`src/rtl/hack_alu.sv`:
```
// Hack-architecture ALU: operand conditioning, ripple-carry add or bitwise AND,
// optional result negation; result and zero/negative flags registered with a valid strobe.
`timescale 1ns/1ps

module hack_alu #(
    parameter int WIDTH = 16
) (
    input  logic             clk,
    input  logic             rst,
    input  logic             in_valid,
    input  logic [WIDTH-1:0] x,
    input  logic [WIDTH-1:0] y,
    input  logic             zx,
    input  logic             nx,
    input  logic             zy,
    input  logic             ny,
    input  logic             f,
    input  logic             no,
    output logic [WIDTH-1:0] out,
    output logic             zr,
    output logic             ng,
    output logic             out_valid
);

    logic [WIDTH-1:0] x1, x2, y1, y2;
    logic [WIDTH-1:0] and_r, sum, r, res;
    logic [WIDTH-1:0] carry;

    // Zeroing happens before negation, so a zeroed operand never lets its raw input through.
    assign x1 = zx ? '0 : x;
    assign x2 = nx ? ~x1 : x1;
    assign y1 = zy ? '0 : y;
    assign y2 = ny ? ~y1 : y1;

    assign and_r = x2 & y2;

    // Ripple-carry adder; the carry out of the MSB is never formed since it is discarded.
    assign carry[0] = 1'b0;
    for (genvar i = 0; i < WIDTH; i++) begin : g_fa
        assign sum[i] = x2[i] ^ y2[i] ^ carry[i];
        if (i < WIDTH - 1) begin : g_carry
            assign carry[i+1] = (x2[i] & y2[i]) | (carry[i] & (x2[i] ^ y2[i]));
        end
    end

    assign r   = f ? sum : and_r;
    assign res = no ? ~r : r;

    // NOTE: registers use non-blocking assignments so every flop samples pre-edge values.
    always_ff @(posedge clk) begin
        if (rst) begin
            out       <= '0;
            zr        <= 1'b1;
            ng        <= 1'b0;
            out_valid <= 1'b0;
        end else begin
            out_valid <= in_valid;
            if (in_valid) begin
                out <= res;
                zr  <= (res == '0);
                ng  <= res[WIDTH-1];
            end
        end
    end

endmodule

```
`config.mk`:
```
export PLATFORM = sky130hd
export DESIGN_NAME = hack_alu
export DESIGN_NICKNAME = d
export VERILOG_FILES = /design/src/rtl/hack_alu.sv
export SDC_FILE = /design/constraint.sdc
export NUM_CORES = 1
export LEC_CHECK = 0
export CORE_UTILIZATION = 50
export CTS_CLUSTER_SIZE = 40
export DETAILED_ROUTE_END_ITERATION = 8
export GPL_ROUTABILITY_DRIVEN = 0
export PLACE_DENSITY_LB_ADDON = 0.2
export SYNTH_ARGS = -nofsm -noshare
export SYNTH_HDL_FRONTEND = slang
export SYNTH_SLANG_ARGS = --single-unit
```
`constraint.sdc`:
```
create_clock -name clk -period 21.6 [get_ports clk]
set_input_delay 2.16 -clock clk [delete_from_list [all_inputs] [get_ports clk]]
set_output_delay 2.16 -clock clk [all_outputs]
set_load 0.02 [all_outputs]
```
==> results of run 1 <==
[logic make-up after synthesis]
kind of cell	after synthesis
compound gates	13
xor+xnor	47
fa+ha+maj	30
buf+inv	28
flops	18
mux	28
simple gates	76
[through the flow]
step / cell area [um2] / instances / utilization [%] / worst slack, ns
2_1_floorplan: 2150 / 240 / - / 12.20
3_3_place_gp: 2730 / 334 / 67.2 / 11.47
3_5_place_dp: 2730 / 334 / 67.2 / 11.19
4_1_cts: 2770 / 337 / 68.2 / 11.44
5_1_grt: 2770 / 337 / 68.2 / 11.06
6_report: 2770 / 337 / 68.2 / 11.51
[registers in the layout (all words and copies together), names as in the netlist]
register and cells:
zr 1, out 16, out_valid 1
[layout by cell type (no fill, tap or decap), drive strengths merged, types with 2 or more instances in the layout]
master | netlist | final
clkdlybuf4s50 | 0 | 59
xnor2 | 45 | 45
nand2b | 32 | 32
mux2i | 27 | 27
nor2 | 21 | 21
dfxtp | 18 | 18
ha | 16 | 16
fa | 14 | 14
inv | 13 | 13
nand2 | 6 | 6
a21oi | 4 | 4
o21ai | 4 | 4
nand3 | 3 | 3
clkbuf | 7 | 3
xor2 | 2 | 2
and3 | 2 | 2
nor4 | 2 | 2
and4 | 2 | 2
nor3 | 2 | 2
[critical path, delay by kind of cell]
family / cells / cell delay, ns
adder cells (fa/ha/maj): 15 / 5.79
XOR/XNOR: 3 / 0.62
AO/OA/AOI/OAI: 3 / 0.39
buffers and inverters: 5 / 1.32
[final cells by class]
cell class              count  share of cell area (%)
repair buffers             59                    21.3
clock buffers               3                    1.49
inverters                  13                    1.76
multi-input cells         194                    60.1
flip-flops and latches     18                    13.0
well taps                  50                    2.26
[power breakdown]
group | internal, mW | switching [mW] | total (mW) | leakage (nW)
logic | 0.0451 | 0.0442 | 0.0892 | 0.969
registers | 0.0378 | 0.00230 | 0.0401 | 0.149
clock network | 0.0124 | 0.0106 | 0.0230 | 0.0216
total | 0.0952 | 0.0571 | 0.152 | 1.14
[per-layer routing]
layer,routed length [um],share of wire (%),track usage [%],vias up
li1,-,-,-,860
met1,1890,46,23.5,752
met2,1990,48,34.0,48
met3,169,4.1,1.01,5
met4,63,1.5,7.98,0
met5,0,0,0,-
[final timing paths]
path | from | end | slack, ns
setup / recovery | ny | zr | 11.51
setup reg to reg | out[15] | out[15] | 20.88
hold reg to reg | out[5] | out[5] | 0.47
hold / removal | out[5] | out[5] | 0.47
==> results.md, run 1 <==
- Status: complete, no violations
- Post-CTS setup buffer count: 0
- Endpoints failing setup: 0
- Drc violations: 0
- Initial DRC Count: 63
- IO Count: 60
- Max rail drop VDD: 21.7 uV
- Crit-path max FO: 16
- Post-cts sizing count: 0
- Standard-cell rows: 23
- Max Buffers Root-to-Sink: 2
- Top cell type's share of synthesized area: a little under a fifth
- Vias: about 1,700
- Simple-Gate Fraction of Synth Area: between 15 and 20%
- Max Transition Viols Final: 0
- Worst slew margin: between 20% and 30%
- Floorplan die height: about 68 um
- # H-tree levels: 1
- Synth Area in Compound Gates: under 10%
- Min Tclk post-route: approximately 10 ns
- Max stage delay on crit path: about 1.0 ns
- Xor-xnor portion of the synthesized cell area: 19.2%
- Req. time, crit path: between 20 and 25 ns
- Ant diodes: 0
- Netlist Area Pre-Place: 2150 um2
- Multiplexer area fraction after synthesis: a little over an eighth
- Number of distinct library cells after synthesis: 34
- Worst hold slack: ~0.47 ns
- First-pass GRT wire length: about 6600 um
- Count leader, synth: xnor2_1
- Area Growth Syn to Fin: 28.7%
- Routed WL: 4110 um
- Starting Density: a little over half
- Synth area leader: xnor2_1
- HP Class: reg -> reg
- Hold-fix buffers, CTS: 0
- CTS tree: yes
- Layout Nets: 360
- Final antenna-violating net count: 0
- Post-synth ARST share: 0%
- Startpoint types: input pin
- Max-cap violations: 0
- Flops & latches, synth: 18
- Antenna violations before repair: 0
- CP Capture Type: register
- Final Cycle Share: a little under half
- Sequential area share after synthesis: roughly 17%
- Register area: between 300 and 400 um2
- CP max-delay cell: clkdlybuf4s50_1
- Final hold viol count: 0
- Vias in the first global route: between 1,500 and 2,000
- Router iterations before antenna repair: 6
- Post-synth EDFFs: 0
- Post-Syn Instances: between 200 and 250
- Sink Count: 18
- Worst EP arrival: 10.28 ns
- I/O Buffers: around 60
- Worst skew pair latency: approximately 0.25 ns
- Post-synthesis adder-cell area fraction: between 20% and 30%
- Die Area: around 4600 um2
- Fillcell total: approximately 330
- Worst Hold Path Cells: 2
- Most used DFF post-synth: dfxtp_1
- Largest cells by area after synthesis: xnor2_1, dfxtp_1, fa_1, mux2i_1, ha_1
- R2r worst-path depth: 2
- Mapped Avg Cell Area: around 9.0 um2
- Peak Freq: roughly 0.099 GHz
- Final HPWL DP: 3480 um
- Synth warn: 0
- Clk slew on worst S/H paths: around 0.060 ns
- Fin Setup TNS: 0 ns
- RSZ-0062 raised after global routing: no
- Tightest Pin Transition: ~1.1 ns
- CP most frequent cell: fa_1
- Largest net degree at the start of global routing: 27
- Layout cell share with drive strength beyond 1: 2.09%
- Critical path type: in -> reg
- Clk Tree Root Cell: clkbuf_8
- Main combinational cell family by area after synthesis: adder cells
- Skew final: 0 ns
- GRT Residual Overflow: 0
- Leak: between 1 and 1.5 nW
- Die W: between 60 and 70 um
- Num CTS Buffers: 3
- Cell Pwr Density: ~55 nW/um2
- DR WL/cell: 12.2 um
- Pwr Total: roughly 0.15 mW
- Vias per cell: just under 5
- CORE AREA: ~4100 um2
- Area of the multi-input gates: approximately 1700 um2
- Syn_nets: 311
- Commonest cells post-synth: xnor2_1, nand2b_1, mux2i_1
- GRT Total Usage: between 10% and 20%
(Power assumes the default switching activity.)
==> inputs of run 2 (changes only) <==
Settings changed: CORE_UTILIZATION 50 to 44.
Clock period 21.6 ns to 8.6 ns, I/O delays scaled along.
==> results.md, run 2 (synthesized netlist as in run 1, its figures left out) <==
- Endpoints failing setup: 0 (unchanged)
- Worst skew pair latency: 0.25 ns (about the same)
- Skew final: 0 ns (unchanged)
- IO Count: 60 (unchanged)
- Drc violations: 2 (+2)
- Worst slew margin: 25.9% (+0.099 points)
- Router iterations before antenna repair: 6 (unchanged)
- Fin Setup TNS: 0 ns (unchanged)
- Final HPWL DP: 3550 um (+2.1%)
- Initial DRC Count: 66 (+4.8%)
- GRT Residual Overflow: 0 (unchanged)
- Final hold viol count: 0 (unchanged)
- CORE AREA: 4720 um2 (+16%)
- Reg with most FFs: out
- Layout cell share with drive strength beyond 1: 4.11% (+2.0 points)
- GRT Total Usage: 17.6% (-1.4 points)
- Max Buffers Root-to-Sink: 2 (unchanged)
- Most common cell after layout, fill and taps aside: clkdlybuf4s50_1
- # H-tree levels: 1 (unchanged)
- Largest net degree at the start of global routing: 27 (unchanged)
- Routed WL: 4150 um (+0.90%)
- Vias: 1,641 (-1.4%)
- Max-cap violations: 0 (unchanged)
- First-pass GRT wire length: 7320 um (+11%)
- Largest regs: out x16, out_valid x1, zr x1
- I/O Buffers: 59 (unchanged)
- DP Area: 2780 um2 (+1.9%)
- Startpoint types: input pin
- Leak: 1.17 nW (+2.2%)
- Max rail drop VDD: 44.3 uV (+100%)
- Vias per cell: 4.57 (-7.5%)
- Worst Hold Path Cells: 2 (unchanged)
- Layout Cell Area excl Fill: 2830 um2 (+2.4%)
- RSZ-0062 raised after global routing: no
- Floorplan die height: 71.9 um (+6.4%)
- Ant diodes: 0 (unchanged)
- Die W: 71.9 um (+6.4%)
- CTS tree: yes
- Commonest cells after routing, fill and taps aside: clkdlybuf4s50_1, xnor2_1, nand2b_1, mux2i_1, nor2_1
- Cell Pwr Density: 139 nW/um2 (+150%)
- Final antenna-violating net count: 0 (unchanged)
- Area Growth Syn to Fin: 31.8%
- Standard-cell rows: 25 (+8.7%)
- Clk slew on worst S/H paths: 0.06 ns (about the same)
- Num CTS Buffers: 3 (unchanged)
- R2r worst-path depth: 2 (unchanged)
- HP Class: reg -> reg
- Vias in the first global route: 1,671 (+8.2%)
- Die Area: 5170 um2 (+13%)
- Clk Tree Root Cell: clkbuf_8
- Min Tclk post-route: a little over 8 ns
- Req. time, crit path: 8.78 ns (-13.01 ns)
- Critical path type: in -> reg
- Peak Freq: around 0.12 GHz
- Antenna violations before repair: 0 (unchanged)
- Tightest Pin Transition: 1.11 ns (-0.00149 ns)
- Layout Nets: 364 (+1.1%)
- Sink Count: 18 (unchanged)
- Worst EP arrival: 8.33 ns (-1.95 ns)
- Status: complete, but fails checks
- Max Transition Viols Final: 0 (unchanged)
- Final Cycle Share: around 95%
- Largest register FFs: 16 (unchanged)
- Starting Density: 45.5% (-7.5 points)
- CP Capture Type: register
- Failing checks: design-rule violations
- DR WL/cell: 11.6 um (-5.3%)
- Crit-path max FO: 3 (-13)
-- run 2: changes by cell type in the layout (fill, tap and decap cells not counted), sizes merged --
cell	before	now
clkbuf	3	4
buf	0	4
-- run 2: final timing paths --
kind                start  slack (ns)  endpoint
hold reg to reg    out[5]        0.49    out[5]
setup / recovery       zy        0.46        zr
setup reg to reg  out[15]        7.88   out[15]
hold / removal     out[5]        0.49    out[5]
-- run 2: area by class of cell --
type,instances,area (um2)
clock buffer,4,55.1
sequential,18,360
tap,67,83.8
fill,457,1890
timing repair buffer,63,621
multi-input combinational,194,1670
inverter,13,48.8
-- run 2: critical path, cell delays in order --
cell and delay [ns]:
clkdlybuf4s50_1 0.43, nand2b_1 0.16, xnor2_1 0.13, ha_1 0.23, fa_1 0.42, inv_1 0.08
fa_1 0.20, fa_1 0.17, inv_1 0.05, fa_1 0.44, fa_1 0.47, fa_1 0.47
fa_1 0.46, fa_1 0.47, fa_2 0.41, fa_1 0.45, fa_1 0.46, fa_1 0.42
inv_1 0.09, fa_1 0.18, inv_1 0.06, fa_1 0.38, xnor2_1 0.16, a21oi_1 0.11
xnor2_1 0.27, o2111ai_1 0.16, o21ai_1 0.13
-- run 2: metrics by stage --
step	worst slack [ns]	util, %	hold slack (ns)	power [mW]	cells
4_1_cts	0.394	59.9	0.490	0.397	359
3_3_place_gp	0.265	58.8	0.454	0.324	355
6_report	0.456	60.0	0.487	0.393	359
5_1_grt	0.0180	60.0	0.517	0.428	359
3_5_place_dp	0.142	58.8	0.481	0.330	355
2_1_floorplan	0.497	-	0.541	0.259	240
-- run 2: timing repair --
item                                    CTS  global route
endpoints found under the setup margin    0             1
hold buffers                              0             0
gates resized for setup                   0             1
buffers inserted                          0             0
endpoints found under the hold margin     0             0
-- run 2: power breakdown --
part / switching, mW / internal [mW] / total [mW] / leakage, nW
logic: 0.111 / 0.115 / 0.226 / 0.988
clock network: 0.0261 / 0.0406 / 0.0667 / 0.0288
registers: 0.00577 / 0.0948 / 0.101 / 0.149
-- run 2: metal layers --
metal / GRT usage [%] / wire length [um]
met2: 31.8 / 2030
met4: 5.23 / 48
met3: 1.53 / 128
met1: 22.5 / 1940
met5: 0 / 0
==> variant: new RTL, settings of run 2 <==
The parameter `WIDTH` goes from 16 to 24.
--- a/src/rtl/hack_alu.sv
+++ b/src/rtl/hack_alu.sv
@@ -5,3 +5,3 @@
 module hack_alu #(
-    parameter int WIDTH = 16
+    parameter int WIDTH = 24
 ) (
Interface: changed (resized out, x and y); port bits go from 60 to 84. The function was not compared with the original's and may differ.
==> variant against run 2 <==
  * The run ends with negative setup slack left
  * Sequential cell count up 8
  * Global-route usage rose by 1.9 points
  * Non-clock buffer count up 49
  * Worst setup slack got worse by 1.6 ns
  * Critical path depth rose by 8
  * Cell count increased by 56%
  * Routed wire length is 80% higher
  * Worst hold slack worse by 0.00091 ns
  * Core utilization increased by 2.9 points
  * Power rose by 65%
  * Synthesized area rose by 54%
  * First-iteration DRC count up 53%
  * Design area grew 61%
==> variant: results (changes against run 2) <==
Worst setup path
  • Crit path largest cell delay: 0.54 ns (+0.07 ns)
  • Reg2reg start: zr
  • CP max-delay cell: fa_2
  • Crit path DAT: 9.91 ns (+1.58 ns)
  • R2r endpoint: zr

Yosys
  • Register area share after synthesis: 15.7% (-1.0 points)
  • Cells after Synth: 372 (+55%)
  • Synthesis warning total: 0 (unchanged)
  • Mapped Nets: 475 (+53%)
  • Netlist cell types: 39 (+15%)
  • Top cells by area, synth: xnor2_1 19%, dfxtp_1 16%, fa_1 13%
  • Top post-synthesis cells by count: 70 x xnor2_1, 48 x nand2b_1, 41 x mux2i_1

Final layout
  • Antenna cells: 0 (unchanged)
  • Top flop regs: out (24), out_valid (1), zr (1)
  • Nets: 564 (+55%)
  • Share of layout cells above drive strength 1: 18.5% (+14 points)

Route
  • Total Wirelength: 7450 µm (+80%)
  • Iteration-0 DRC Markers: 101 (+53%)
  • DR vias/cell: 4.90 (+7.2%)
  • Via count: 2740 (+67%)
  • First-pass detailed-route iteration total: 4 (-2)

Power
  • P_int: 0.409 mW (+63%)
  • LEAKAGE: 1.88 nW (+61%)
  • Maximum VDD drop: 0.0630 mV (+42%)

Min path
  • Min-delay src: out[6]
  • Hold endpoint: out[6]

GRT
  • Met1 Track Usage GR: 27.9% (+5.4 points)
  • First-pass GRT wire length: 12100 µm (+65%)
  • Largest net degree at the start of global routing: 60 (+120%)
  • Vias in the first global route: 2598 (+55%)
  • Aggregate global-route resource usage: 19.5% (+1.9 points)
  • Met2 Usage GRT: 33.0% (+1.2 points)
  • Met3 global-route usage: 0.653% (-0.87 points)

Status
  • Status: finished with violations
  • Failing checks: negative setup slack

Timing
  • Least-Margin Pin Slew: 1.00 ns (-0.104 ns)
  • Final setup fails: 5 (+5)
  • Post-route setup slack: -1.11 ns (-1.57 ns)
  • Setup Skew: 0 ns (unchanged)

Placement
  • # placed instances: 550 (+55%)
  • PortBufs: 83 (+41%)
  • Place WS: -1.84 ns (-1.99 ns)
  • Hpwl dp: 6170 µm (+74%)

Clocking
  • Post-CTS Hold Fix Bufs: 0 (unchanged)
  • Num CTS Buffers: 3 (unchanged)
  • Register clock-pin slew on the reported worst setup and hold paths: 0.09 ns (+0.03 ns)
  • Skew-Pair Late Insertion Delay: 0.27 ns (+0.02 ns)
## variant: how the worst max path moves through the flow
stage / start / slack (ns) / end / cells past startpoint
floorplan: nx / -1.05 / zr / 35
global placement: zx / -1.62 / zr / 35
detailed placement: zx / -1.84 / zr / 35
CTS: zx / -1.15 / zr / 35
global route: zx / -1.42 / zr / 35
finish: zy / -1.11 / zr / 35
## variant: per-stage QoR
stage / utilization, % / total power, mW / setup TNS (ns) / hold slack, ns / instance area [µm²]
floorplan: - / 0.406 / -2.92 / 0.539 / 3410
global placement: 60.2 / 0.521 / -6.58 / 0.464 / 4370
detailed placement: 60.2 / 0.534 / -7.90 / 0.474 / 4370
CTS: 62.9 / 0.655 / -3.86 / 0.487 / 4570
global route: 62.9 / 0.701 / -5.27 / 0.513 / 4570
finish: 62.9 / 0.651 / -3.93 / 0.486 / 4570
## variant: power groups by stage
stage | logic [mW] | registers (mW) | clock network (mW)
floorplan | 0.236 | 0.169 | 0
global placement | 0.372 | 0.149 | 0
detailed placement | 0.385 | 0.150 | 0
CTS | 0.405 | 0.147 | 0.103
global route | 0.447 | 0.149 | 0.105
finish | 0.404 | 0.147 | 0.100
## variant: worst max-delay path: cells and delay by family
| kind | cells | cell delay, ns |
|---|---|---|
| adder cells (fa/ha/maj) | 23 | 7.64 |
| AO/OA/AOI/OAI | 2 | 0.47 |
| buffers and inverters | 5 | 0.34 |
| AND/OR/NAND/NOR | 4 | 0.48 |
| XOR/XNOR | 1 | 0.12 |
## variant: kinds of logic after synthesis
| logic type | Yosys count | share of synthesized area, % |
|---|---|---|
| buffers and inverters | 39 | 4.95 |
| and+or+nand+nor | 131 | 21.7 |
| adders and majority gates | 46 | 22.4 |
| DFF | 26 | 15.7 |
| muxes | 41 | 12.4 |
| AOI/OAI and AO/OA | 17 | 3.71 |
| xor gates and xnor gates | 72 | 19.1 |
## variant: metal layers
layer / vias up / routed length (µm)
li1: 1383 / -
met1: 1285 / 3680
met2: 68 / 3480
met3: 4 / 237
met4: 0 / 55
met5: - / 0
## variant: final cells by class
| cell class | count | area, µm² |
|---|---|---|
| clock buffers | 3 | 41.3 |
| clock inverters | 1 | 30.0 |
| fillers | 645 | 2690 |
| inverters | 11 | 41.3 |
| multi-input cells | 307 | 2780 |
| flip-flops and latches | 26 | 520 |
| well taps | 99 | 124 |
| repair buffers | 112 | 1030 |
## variant: repair_timing
| item | 4_1_cts | 5_1_grt |
|---|---|---|
| setup buffers | 5 | 0 |
| resized for setup | 49 | 0 |
| endpoints found under the setup margin | 6 | 6 |
| pin swaps | 8 | 4 |
